`config.mk`:
```
export PLATFORM = sky130hd
export DESIGN_NAME = seq_event_monitor
export DESIGN_NICKNAME = d
export VERILOG_FILES = /design/src/rtl/seq_mon_pkg.sv /design/src/rtl/seq_rec_fifo.sv /design/src/rtl/seq_event_monitor.sv
export SDC_FILE = /design/constraint.sdc
export NUM_CORES = 1
export LEC_CHECK = 0
export CORE_MARGIN = 4
export CORE_UTILIZATION = 42
export CTS_CLUSTER_DIAMETER = 80
export CTS_CLUSTER_SIZE = 8
export DETAILED_ROUTE_END_ITERATION = 8
export HOLD_SLACK_MARGIN = 0.1
export SYNTH_ARGS = -nofsm -noshare
export SYNTH_HDL_FRONTEND = slang
export SYNTH_SLANG_ARGS = --single-unit
```
`constraint.sdc`:
```
create_clock -name clk -period 3.15 [get_ports clk]
set_input_delay 0.63 -clock clk [delete_from_list [all_inputs] [get_ports clk]]
set_output_delay 0.63 -clock clk [all_outputs]
set_load 0.02 [all_outputs]
```
`src/rtl/seq_mon_pkg.sv`:
```
// Shared types and default sizing for the sequence event monitor.
// The record struct matches the default field widths.
package seq_mon_pkg;
  localparam int LEN_W_DEF = 8;
  localparam int CNT_W_DEF = 8;
  localparam int DEPTH_DEF = 4;

  typedef enum logic [0:0] {
    IDLE = 1'b0,
    RUN  = 1'b1
  } state_e;

  typedef struct packed {
    logic [CNT_W_DEF-1:0] idx;
    logic [LEN_W_DEF-1:0] len;
  } rec_t;
endpackage

```
`src/rtl/seq_rec_fifo.sv`:
```
// First-word-fall-through record FIFO. The pointers carry an extra wrap bit.
// A push into a full FIFO is accepted only when a pop happens in the same cycle.
module seq_rec_fifo #(
  parameter int DEPTH = 4,
  parameter int W     = 16
) (
  input  logic                   clk,
  input  logic                   rst,
  input  logic                   push,
  input  logic                   pop,
  input  logic                   clr,
  input  logic [W-1:0]           din,
  output logic [W-1:0]           dout,
  output logic                   empty,
  output logic                   full,
  output logic [$clog2(DEPTH):0] level
);
  localparam int AW = $clog2(DEPTH);

  logic [W-1:0] mem_q [DEPTH];
  logic [AW:0]  wr_q, wr_d, rd_q, rd_d;
  logic         do_push_s, do_pop_s;

  assign empty = (wr_q == rd_q);
  assign full  = (wr_q[AW] != rd_q[AW]) && (wr_q[AW-1:0] == rd_q[AW-1:0]);
  assign level = wr_q - rd_q;
  assign dout  = mem_q[rd_q[AW-1:0]];

  always_comb begin
    do_pop_s  = pop && !empty && !clr;
    do_push_s = push && !clr && (!full || do_pop_s);
    wr_d      = wr_q;
    rd_d      = rd_q;
    if (clr) begin
      wr_d = '0;
      rd_d = '0;
    end else begin
      if (do_push_s) wr_d = wr_q + {{AW{1'b0}}, 1'b1};
      if (do_pop_s)  rd_d = rd_q + {{AW{1'b0}}, 1'b1};
    end
  end

  always_ff @(posedge clk or posedge rst) begin
    if (rst) begin
      wr_q <= '0;
      rd_q <= '0;
    end else begin
      wr_q <= wr_d;
      rd_q <= rd_d;
    end
  end

  // Storage is cleared on reset so the head fields read zero out of reset.
  always_ff @(posedge clk or posedge rst) begin
    if (rst) begin
      for (int i = 0; i < DEPTH; i++) mem_q[i] <= '0;
    end else if (do_push_s) begin
      mem_q[wr_q[AW-1:0]] <= din;
    end
  end
endmodule

```
`src/rtl/seq_event_monitor.sv`:
```
// Turns each high run of the detector level into an {index, length} record.
// It also keeps a running event count and a sticky drop flag.
module seq_event_monitor
  import seq_mon_pkg::*;
#(
  parameter int LEN_W = LEN_W_DEF,
  parameter int CNT_W = CNT_W_DEF,
  parameter int DEPTH = DEPTH_DEF
) (
  input  logic                   clk,
  input  logic                   rst,
  input  logic                   det_in,
  input  logic                   clr,
  output logic                   rec_valid,
  input  logic                   rec_ready,
  output logic [CNT_W-1:0]       rec_idx,
  output logic [LEN_W-1:0]       rec_len,
  output logic [CNT_W-1:0]       evt_count,
  output logic                   drop_flag,
  output logic [$clog2(DEPTH):0] fifo_level
);
  state_e             state_q, state_d;
  logic [LEN_W-1:0]   run_len_q, run_len_d;
  logic [CNT_W-1:0]   cur_idx_q, cur_idx_d;
  logic [CNT_W-1:0]   evt_count_q, evt_count_d;
  logic               drop_q, drop_d;
  logic               push_s, pop_s, empty_s, full_s;
  logic [CNT_W+LEN_W-1:0] dout_s;

  assign push_s     = (state_q == RUN) && !det_in;
  assign pop_s      = !empty_s && rec_ready;
  assign rec_valid  = !empty_s;
  assign rec_idx    = dout_s[LEN_W +: CNT_W];
  assign rec_len    = dout_s[LEN_W-1:0];
  assign evt_count  = evt_count_q;
  assign drop_flag  = drop_q;

  seq_rec_fifo #(.DEPTH(DEPTH), .W(CNT_W + LEN_W)) u_fifo (
    .clk   (clk),
    .rst   (rst),
    .push  (push_s),
    .pop   (pop_s),
    .clr   (clr),
    .din   ({cur_idx_q, run_len_q}),
    .dout  (dout_s),
    .empty (empty_s),
    .full  (full_s),
    .level (fifo_level)
  );

  always_comb begin
    state_d     = state_q;
    run_len_d   = run_len_q;
    cur_idx_d   = cur_idx_q;
    evt_count_d = evt_count_q;
    drop_d      = drop_q;
    if (clr) begin
      state_d     = IDLE;
      run_len_d   = '0;
      cur_idx_d   = '0;
      evt_count_d = '0;
      drop_d      = 1'b0;
    end else begin
      // A record is lost only when the FIFO is full and no pop frees a slot.
      if (push_s && full_s && !pop_s) drop_d = 1'b1;
      case (state_q)
        IDLE: begin
          if (det_in) begin
            state_d     = RUN;
            run_len_d   = {{(LEN_W-1){1'b0}}, 1'b1};
            cur_idx_d   = evt_count_q;
            evt_count_d = evt_count_q + {{(CNT_W-1){1'b0}}, 1'b1};
          end else begin
            state_d = IDLE;
          end
        end
        RUN: begin
          if (det_in) begin
            if (run_len_q != {LEN_W{1'b1}}) run_len_d = run_len_q + {{(LEN_W-1){1'b0}}, 1'b1};
            else run_len_d = run_len_q;
          end else begin
            state_d = IDLE;
          end
        end
        default: state_d = IDLE;
      endcase
    end
  end

  always_ff @(posedge clk or posedge rst) begin
    if (rst) begin
      state_q     <= IDLE;
      run_len_q   <= '0;
      cur_idx_q   <= '0;
      evt_count_q <= '0;
      drop_q      <= 1'b0;
    end else begin
      state_q     <= state_d;
      run_len_q   <= run_len_d;
      cur_idx_q   <= cur_idx_d;
      evt_count_q <= evt_count_d;
      drop_q      <= drop_d;
    end
  end
endmodule

```
Yosys cells after proc, flatten, opt, wreduce, memory -nomap -nowiden --
Index checks and enable logic that the tools add are counted.
Storage, ports and cells: word-level logic and storage cells 77, bits in latches 0, RAM bits 0, ROM bits 0, flip-flop bits (word level) 96, memories 0
Cells by class: bitwise operators 3, mux-type cells 25, $mul 0, order comparisons 3, shifts and indexed selects 0, div/mod/pow operators 0, reduce and logical (&&, ||, !) cells 22, eq/ne operators 8, add/sub/neg operators 5
Operators by type and width (number):
- two-way mux 8 bit | 10
- bitwise mux 64 bit | 1
- two-way mux 16 bit | 3
- binary-select mux 16 bit (select 2 bit) | 1
- demux 16 bit (select 2 bit) | 1
- adder 8 x 1 -> 8 bit, second input constant | 2
- case mux 8 bit (2 select lines) | 1
- two-way mux 3 bit | 4
- logical AND 1 bit | 10
- inequality test 8 bit, second input constant | 1
- nonzero test 2 bit | 4
- adder 3 x 1 -> 3 bit, second input constant | 2
- greater-or-equal comparator 3 bit, second input constant | 2
- inequality test 3 bit, second input constant | 2
- inverter 2 -> 3 bit | 2
- logical NOT 1 bit | 5
- two-way mux 1 bit | 4
- == test 3 bit | 1
- less-than comparator 3 x 1 -> 1 bit, second input constant | 1
- inequality test 3 x 2 -> 1 bit, second input constant | 1
- AND reduction 3 bit | 1
- subtractor 3 bit | 1
- == test 2 bit | 1
- inequality test 2 bit, second input constant | 1
- other kinds (4) | 4

Logic depth before layout (Yosys ltp) --
Gate-level depths: netlist (run 1).
word-level depth 9, depth in mapped cells 8, mapped depth without buffers 5

Hierarchy --
Synthesis (run 1) repeated with hierarchy kept, for this count alone.
Second synthesis, totals: cells, all modules 341, area total of the unflattened synthesis 4596.9 µm²
By module, submodules not included:
- seq_rec_fifo | instances 1, area an instance 3330.7 µm², cells an instance 209
- seq_event_monitor | instances 1, area an instance 1266.2 µm², cells an instance 132

Worst setup path before layout (run 1) --
Ideal clock, no wire load.
path kind register -> register, start point reg u_fifo.rd_q[1], end point reg u_fifo.mem_q[0] (netlist name), buffers on the path 3, slack 627 ps, library setup time 125 ps, arrival time 2398 ps, stages on the path, launching flop included 9, path through dfrtp_1 > clkbuf_1 > buf_2 > inv_1 > ha_1 > nand3b_2 > o21ai_4 > buf_12 > mux2_4
On the way: longest elaborated chain between the ends 7
Ends and longest elaborated chain:
- start, declared | RTL line seq_rec_fifo.sv:21 | logic [AW:0] wr_q, wr_d, rd_q, rd_d;
- start signal, assigned | RTL line seq_rec_fifo.sv:49 | rd_q <= rd_d;
- == test 3 bit | RTL line seq_rec_fifo.sv:24 | assign empty = (wr_q == rd_q);
- logical NOT 1 bit | RTL line seq_rec_fifo.sv:30, seq_event_monitor.sv:31
- logical AND 1 bit | RTL line seq_event_monitor.sv:31 | assign pop_s = !empty_s && rec_ready;
- logical AND 1 bit (2 in series) | RTL line seq_rec_fifo.sv:30 | do_pop_s = pop && !empty && !clr;
- logical OR 1 bit * | RTL line seq_rec_fifo.sv:31 | do_push_s = push && !clr && (!full || do_pop_s);
- logical AND 1 bit * | RTL line seq_rec_fifo.sv:31
- end signal, assigned by index | RTL line seq_rec_fifo.sv:58 | mem_q[wr_q[AW-1:0]] <= din;
- end, declared | RTL line seq_rec_fifo.sv:20 | logic [W-1:0] mem_q [DEPTH];
Every way passes the cells marked *; elsewhere a longest branch is shown, timed or not. A chain may end at the register's enable or synchronous reset.

Worst setup path in the final report (run 1) --
start point reg u_fifo.wr_q[0], end point out fifo_level[2]
On the way: longest elaborated chain between the ends 1
Ends and longest elaborated chain:
- start, declared | RTL line seq_rec_fifo.sv:21
- start signal, assigned | RTL line seq_rec_fifo.sv:48 | wr_q <= wr_d;
- subtractor 3 bit | RTL line seq_rec_fifo.sv:26 | assign level = wr_q - rd_q;
- end, declared | RTL line seq_event_monitor.sv:20 | output logic [$clog2(DEPTH):0] fifo_level
Every way passes these cells.

==> flow_metrics.py, run 1 <==
metrics = {
    "setup_path": {
        "r2r_start": "u_fifo.wr_q[0]",
        "cp-start-kind": "register",
        "r2r-end": "u_fifo.mem_q[0]",
        "crit_path_end_kind": "output pin",
        "worstPathMaxFanout": 4,
        "critical_path_class": "register to output pin",
        "reg2reg_slack_ns": 0.86,
        "worstPathRequired_ns": 2.52,
        "critical_path_arrival_ns": 2.25,
        "reg2reg_depth": 6,
    },
    "final_layout": {
        "final_common_cell": "dfrtp_1",
        "num-fill-cells": 974,
        "final_cell_mix": "dfrtp_1, mux2_2, clkdlybuf4s50_1",
        "final_util_pct": 49.5,
        "n_antenna_cell": 0,
        "nNetsFinal": 396,
        "design_area_um2": 5390,
        "drive_gt1_share_pct": 32.1,
        "syn_to_final_growth_pct": 15.3,
    },
    "job": {
        "cap_violations": 0,
    },
    "grt": {
        "grt_overflow": 0,
        "track_usage_pct": 15.9,
        "grt_pass1_wl_mm": 15.9,
        "grt_pass1_vias": 2927,
        "antenna_found_initial": 0,
        "grt_max_degree": 97,
    },
    "yosys": {
        "syn-instance-count": 346,
        "synth_ff_type": "dfrtp_1",
        "synth_edf_count": 0,
        "synth_nets": 361,
        "yosysWarnings": 0,
        "async_flop_share_pct": 100,
        "synth_cell_types": 48,
        "ys_seq_area_share_pct": 51.4,
        "synth.avg_cell_area_um2": 13.5,
        "synth_area_um2": 4680,
        "synth-seq-cells": 96,
    },
    "clock_tree": {
        "insertion_delay_ns": 0.36,
        "cts_resized": 0,
        "cts_buffers": 9,
        "h-tree-depth": 3,
        "cts_tree": "built",
        "cts-root-buf": "clkbuf_8",
        "ctsLongestPathBuffers": 2,
        "cts_setup_buffers": 0,
        "cts_hold_buf": 0,
        "clock-sinks": 96,
        "cts.clk_slew.worst_paths_ns": 0.09,
    },
    "floorplanning": {
        "die_h_um": 114,
        "initial_utilization_pct": 43.0,
        "die_w_um": 114,
        "std_cell_rows": 38,
        "pin_count": 34,
        "coreArea_um2": 10900,
        "die-area_um2": 12900,
    },
    "timing": {
        "fin_ws_ns": 0.267,
        "fin_crit_sh_pct": 91.5,
        "rsz0062_at_grt": "false",
        "timing.setup.tns_ns": 0,
        "finalCriticalPeriod_ns": 2.88,
        "setup-violations-final": 0,
        "relSlewSlack_pct": 64.0,
        "worstMarginPinSlew_ns": 0.541,
        "hold_viol": 0,
        "fmax_ghz": 0.347,
        "skew_ns": 0.00946,
        "slew_viol_final": 0,
        "whs_ns": 0.505,
    },
    "place": {
        "dpl_cell_area_um2": 5190,
        "preCtsSetupSlack_ns": 0.531,
        "io_buffers": 33,
        "place_congestion": 0.840,
        "hpwlAfterDp_mm": 6.27,
    },
    "drt": {
        "post-route-drc-count": 0,
        "ant_nets": 0,
        "drtIter0Drc": 134,
        "vias": 2892,
        "drt-pass1-iter-count": 4,
        "wire_per_inst_um": 18.2,
        "vias_per_cell": 5.50,
        "wirelength_mm": 9.59,
    },
    "hold_path": {
        "min_from": "u_fifo.mem_q[10]",
        "hold_class": "register to register",
        "hold_depth": 1,
        "hold_end": "u_fifo.mem_q[10]",
    },
    "power_and_ir_drop": {
        "vdd_ir_drop_max_mv": 0.183,
        "power_density_nw_per_um2": 433,
        "leakage_nw": 2.44,
    },
    "run_status": {
        "run_status": "finished, final reports clean",
    },
}
==> cell usage after synthesis, types with 4 or more instances <==
library cell / number / share of area (%)
dfrtp_1: 96 / 51
ha_1: 9 / 2.4
or3_1: 6 / 0.80
nor2_1: 7 / 0.56
o21ai_0: 5 / 0.53
mux4_2: 16 / 7.7
nor2b_1: 4 / 0.53
mux2_2: 58 / 14
a21oi_1: 15 / 1.6
nand2_1: 28 / 2.2
inv_1: 10 / 0.80
nand3_1: 6 / 0.64
o21ai_4: 4 / 1.4
mux2_4: 9 / 2.9
and4bb_2: 4 / 1.1
nand4_1: 4 / 0.53
clkbuf_1: 9 / 0.72
buf_2: 6 / 0.64
mux2i_1: 4 / 0.86
==> routing by layer <==
metal | track usage, % | wire length [um] | vias to the layer above
met5 | 0 | 0 | -
met4 | 5.53 | 146 | 0
met3 | 2.71 | 302 | 12
met2 | 23.9 | 4420 | 46
met1 | 23.5 | 4730 | 1507
li1 | - | - | 1327
==> final cells by class <==
class                   instances  area [um^2]  share of cell area [%]
repair buffers                 45          458                    8.49
flip-flops and latches         96         2400                    44.5
multi-input cells             218         2110                    39.1
inverters                      11         42.5                   0.789
clock buffers                  12          155                    2.88
clock inverters                 4         51.3                   0.951
well taps                     140          175                    3.25
==> how the worst max path moves through the flow <==
stage / slack (ns) / cells past startpoint / end / from
CTS: 0.23 / 5 / fifo_level[2] / u_fifo.wr_q[0]
global route: 0.16 / 5 / fifo_level[2] / u_fifo.wr_q[0]
detailed placement: 0.53 / 5 / u_fifo.mem_q[2] / rec_ready
finish: 0.27 / 5 / fifo_level[2] / u_fifo.wr_q[0]
floorplan: 0.01 / 1 / cur_idx_q[0] / rst
global placement: 0.57 / 5 / u_fifo.mem_q[5] / rec_ready
==> critical path: stages (launching register included) <==
cell and delay (ns):
dfrtp_1 0.41, inv_1 0.11, ha_1 0.20, fa_1 0.38, xnor2_1 0.17, clkdlybuf4s50_1 0.63
==> state kept, by name (all words and copies together) (netlist names) <==
register,cells
evt_count,8
cur_idx_q,8
run_len_q,8
u_fifo.wr_q,3
u_fifo.rd_q,3
drop_flag,1
state_q,1
u_fifo.mem_q,64
==> stage by stage <==
| stage | power [mW] | cells |
|---|---|---|
| after floorplan | 1.43 | 346 |
| after global placement | 1.52 | 510 |
| after detailed placement | 1.52 | 510 |
| after CTS | 2.37 | 526 |
| after global routing | 2.44 | 526 |
| final | 2.33 | 526 |
==> where the power goes <==
part	internal (mW)	switching, mW
sequential	1.25	0.0181
clock	0.413	0.429
combinational	0.0960	0.129
==> cell families (layout without fill, tap and decap cells) <==
family	after synthesis	in the layout	share of synthesized area (%)
buffers and inverters	32	72	3.56
adders and majority gates	10	10	2.84
xor gates and xnor gates	4	4	1.15
and+or+nand+nor	74	74	8.85
muxes	87	87	25.4
AOI/OAI and AO/OA	43	43	6.85
DFF	96	96	51.4
Power figures use the tool's default switching activity.
==> inputs of run 2 (changes only) <==
Settings changed: CTS_BUF_LIST from default to sky130_fd_sc_hd__clkbuf_16, SLEW_MARGIN from default to 20.
==> flow_metrics.py, run 2 (synthesis results as in run 1) <==
metrics = {
    "clock_tree": {
        "insertion_delay_ns": 0.34,
        "h-tree-depth": 3,
        "cts_tree": "built",
        "clock-sinks": 96,
        "cts_buffers": 9,
        "cts_hold_buf": 0,
        "cts_setup_buffers": 0,
        "cts.clk_slew.worst_paths_ns": 0.07,
        "cts_resized": 0,
        "cts-root-buf": "clkbuf_16",
        "ctsLongestPathBuffers": 2,
    },
    "setup_path": {
        "reg2reg_slack_ns": 0.85,
        "reg2reg_depth": 6,
        "worstPathMaxFanout": 4,
        "endpoint": "fifo_level[2]",
        "r2r_start": "u_fifo.wr_q[0]",
        "critical_path_arrival_ns": 2.22,
        "cp-startpoint": "u_fifo.wr_q[0]",
        "r2r-end": "u_fifo.mem_q[0]",
        "crit_path_end_kind": "output pin",
        "cp-start-kind": "register",
        "worstPathRequired_ns": 2.52,
        "critical_path_class": "register to output pin",
    },
    "grt": {
        "grt_overflow": 0,
        "antenna_found_initial": 0,
        "grt_pass1_wl_mm": 15.8,
        "track_usage_pct": 15.9,
        "grt_max_degree": 97,
        "grt_pass1_vias": 2905,
    },
    "timing": {
        "relSlewSlack_pct": 64.0,
        "fin_crit_sh_pct": 90.6,
        "rsz0062_at_grt": "false",
        "worstMarginPinSlew_ns": 0.540,
        "timing.setup.tns_ns": 0,
        "fmax_ghz": 0.350,
        "setup-violations-final": 0,
        "slew_viol_final": 0,
        "fin_ws_ns": 0.296,
        "hold_viol": 0,
        "finalCriticalPeriod_ns": 2.85,
        "skew_ns": 0.00764,
    },
    "drt": {
        "wirelength_mm": 9.57,
        "wire_per_inst_um": 18.2,
        "post-route-drc-count": 0,
        "drtIter0Drc": 145,
        "ant_nets": 0,
        "vias": 2877,
        "vias_per_cell": 5.47,
        "drt-pass1-iter-count": 4,
    },
    "final_layout": {
        "n_antenna_cell": 0,
        "largest_register_ffs": 64,
        "num-fill-cells": 963,
        "final_cell_mix": "dfrtp_1, mux2_2, clkdlybuf4s50_1",
        "syn_to_final_growth_pct": 17.0,
        "drive_gt1_share_pct": 31.6,
        "final_common_cell": "dfrtp_1",
        "top_register": "u_fifo.mem_q",
        "seqCellArea_um2": 2400,
        "multi_input_area_um2": 2110,
        "nNetsFinal": 396,
        "design_area_um2": 5480,
    },
    "power_and_ir_drop": {
        "vdd_ir_drop_max_mv": 0.248,
        "power_density_nw_per_um2": 468,
        "leakage_nw": 2.48,
    },
    "floorplanning": {
        "std_cell_rows": 38,
        "die-area_um2": 12900,
        "die_w_um": 114,
        "die_h_um": 114,
        "initial_utilization_pct": 43.0,
        "pin_count": 34,
        "coreArea_um2": 10900,
    },
    "place": {
        "preCtsSetupSlack_ns": 0.531,
        "dpl_cell_area_um2": 5190,
        "place_congestion": 0.840,
        "hpwlAfterDp_mm": 6.27,
        "io_buffers": 33,
    },
    "job": {
        "cap_violations": 0,
    },
    "run_status": {
        "run_status": "finished, final reports clean",
    },
    "hold_path": {
        "hold_class": "register to register",
    },
}
## run 2: how the worst min path moves through the flow
stage | from | endpoint | slack (ns) | cells past startpoint
3_5_place_dp | u_fifo.mem_q[32] | u_fifo.mem_q[32] | 0.49 | 1
5_1_grt | u_fifo.mem_q[45] | u_fifo.mem_q[45] | 0.52 | 1
4_1_cts | u_fifo.mem_q[32] | u_fifo.mem_q[32] | 0.50 | 1
2_1_floorplan | u_fifo.mem_q[25] | u_fifo.mem_q[25] | 0.47 | 1
6_report | u_fifo.mem_q[32] | u_fifo.mem_q[32] | 0.50 | 1
3_3_place_gp | drop_flag | drop_flag | 0.48 | 1
## run 2: worst max-delay path, stage by stage, from the launching register on
cell	delay (ns)
dfrtp_1	0.40
inv_1	0.11
ha_1	0.20
fa_1	0.38
xnor2_1	0.17
clkdlybuf4s50_1	0.63
## run 2: report_power, final
group          internal, mW  total (mW)  switching [mW]
Clock                 0.609        1.07           0.462
Sequential             1.25        1.27          0.0182
Combinational        0.0960       0.225           0.129
## run 2: cell type report
cell class	instances	share of cell area, %
inverters	11	0.777
well taps	140	3.20
clock buffers	9	4.11
repair buffers	45	8.36
clock inverters	7	1.14
flip-flops and latches	96	43.9
multi-input cells	218	38.5
## run 2: per-stage QoR
step	hold WS [ns]	power, mW	cells	utilization [%]
after global routing	0.517	2.66	526	50.3
after detailed placement	0.487	1.52	510	47.6
after floorplan	0.474	1.43	346	-
final	0.501	2.56	526	50.3
after CTS	0.502	2.60	526	50.3
after global placement	0.481	1.52	510	47.6
## run 2: per-layer routing
metal	vias to the layer above	wire (um)	GRT usage, %
met1	1493	4640	23.3
met2	43	4490	23.8
met3	10	309	3.18
li1	1331	-	-
met5	-	0	0
met4	0	124	5.05
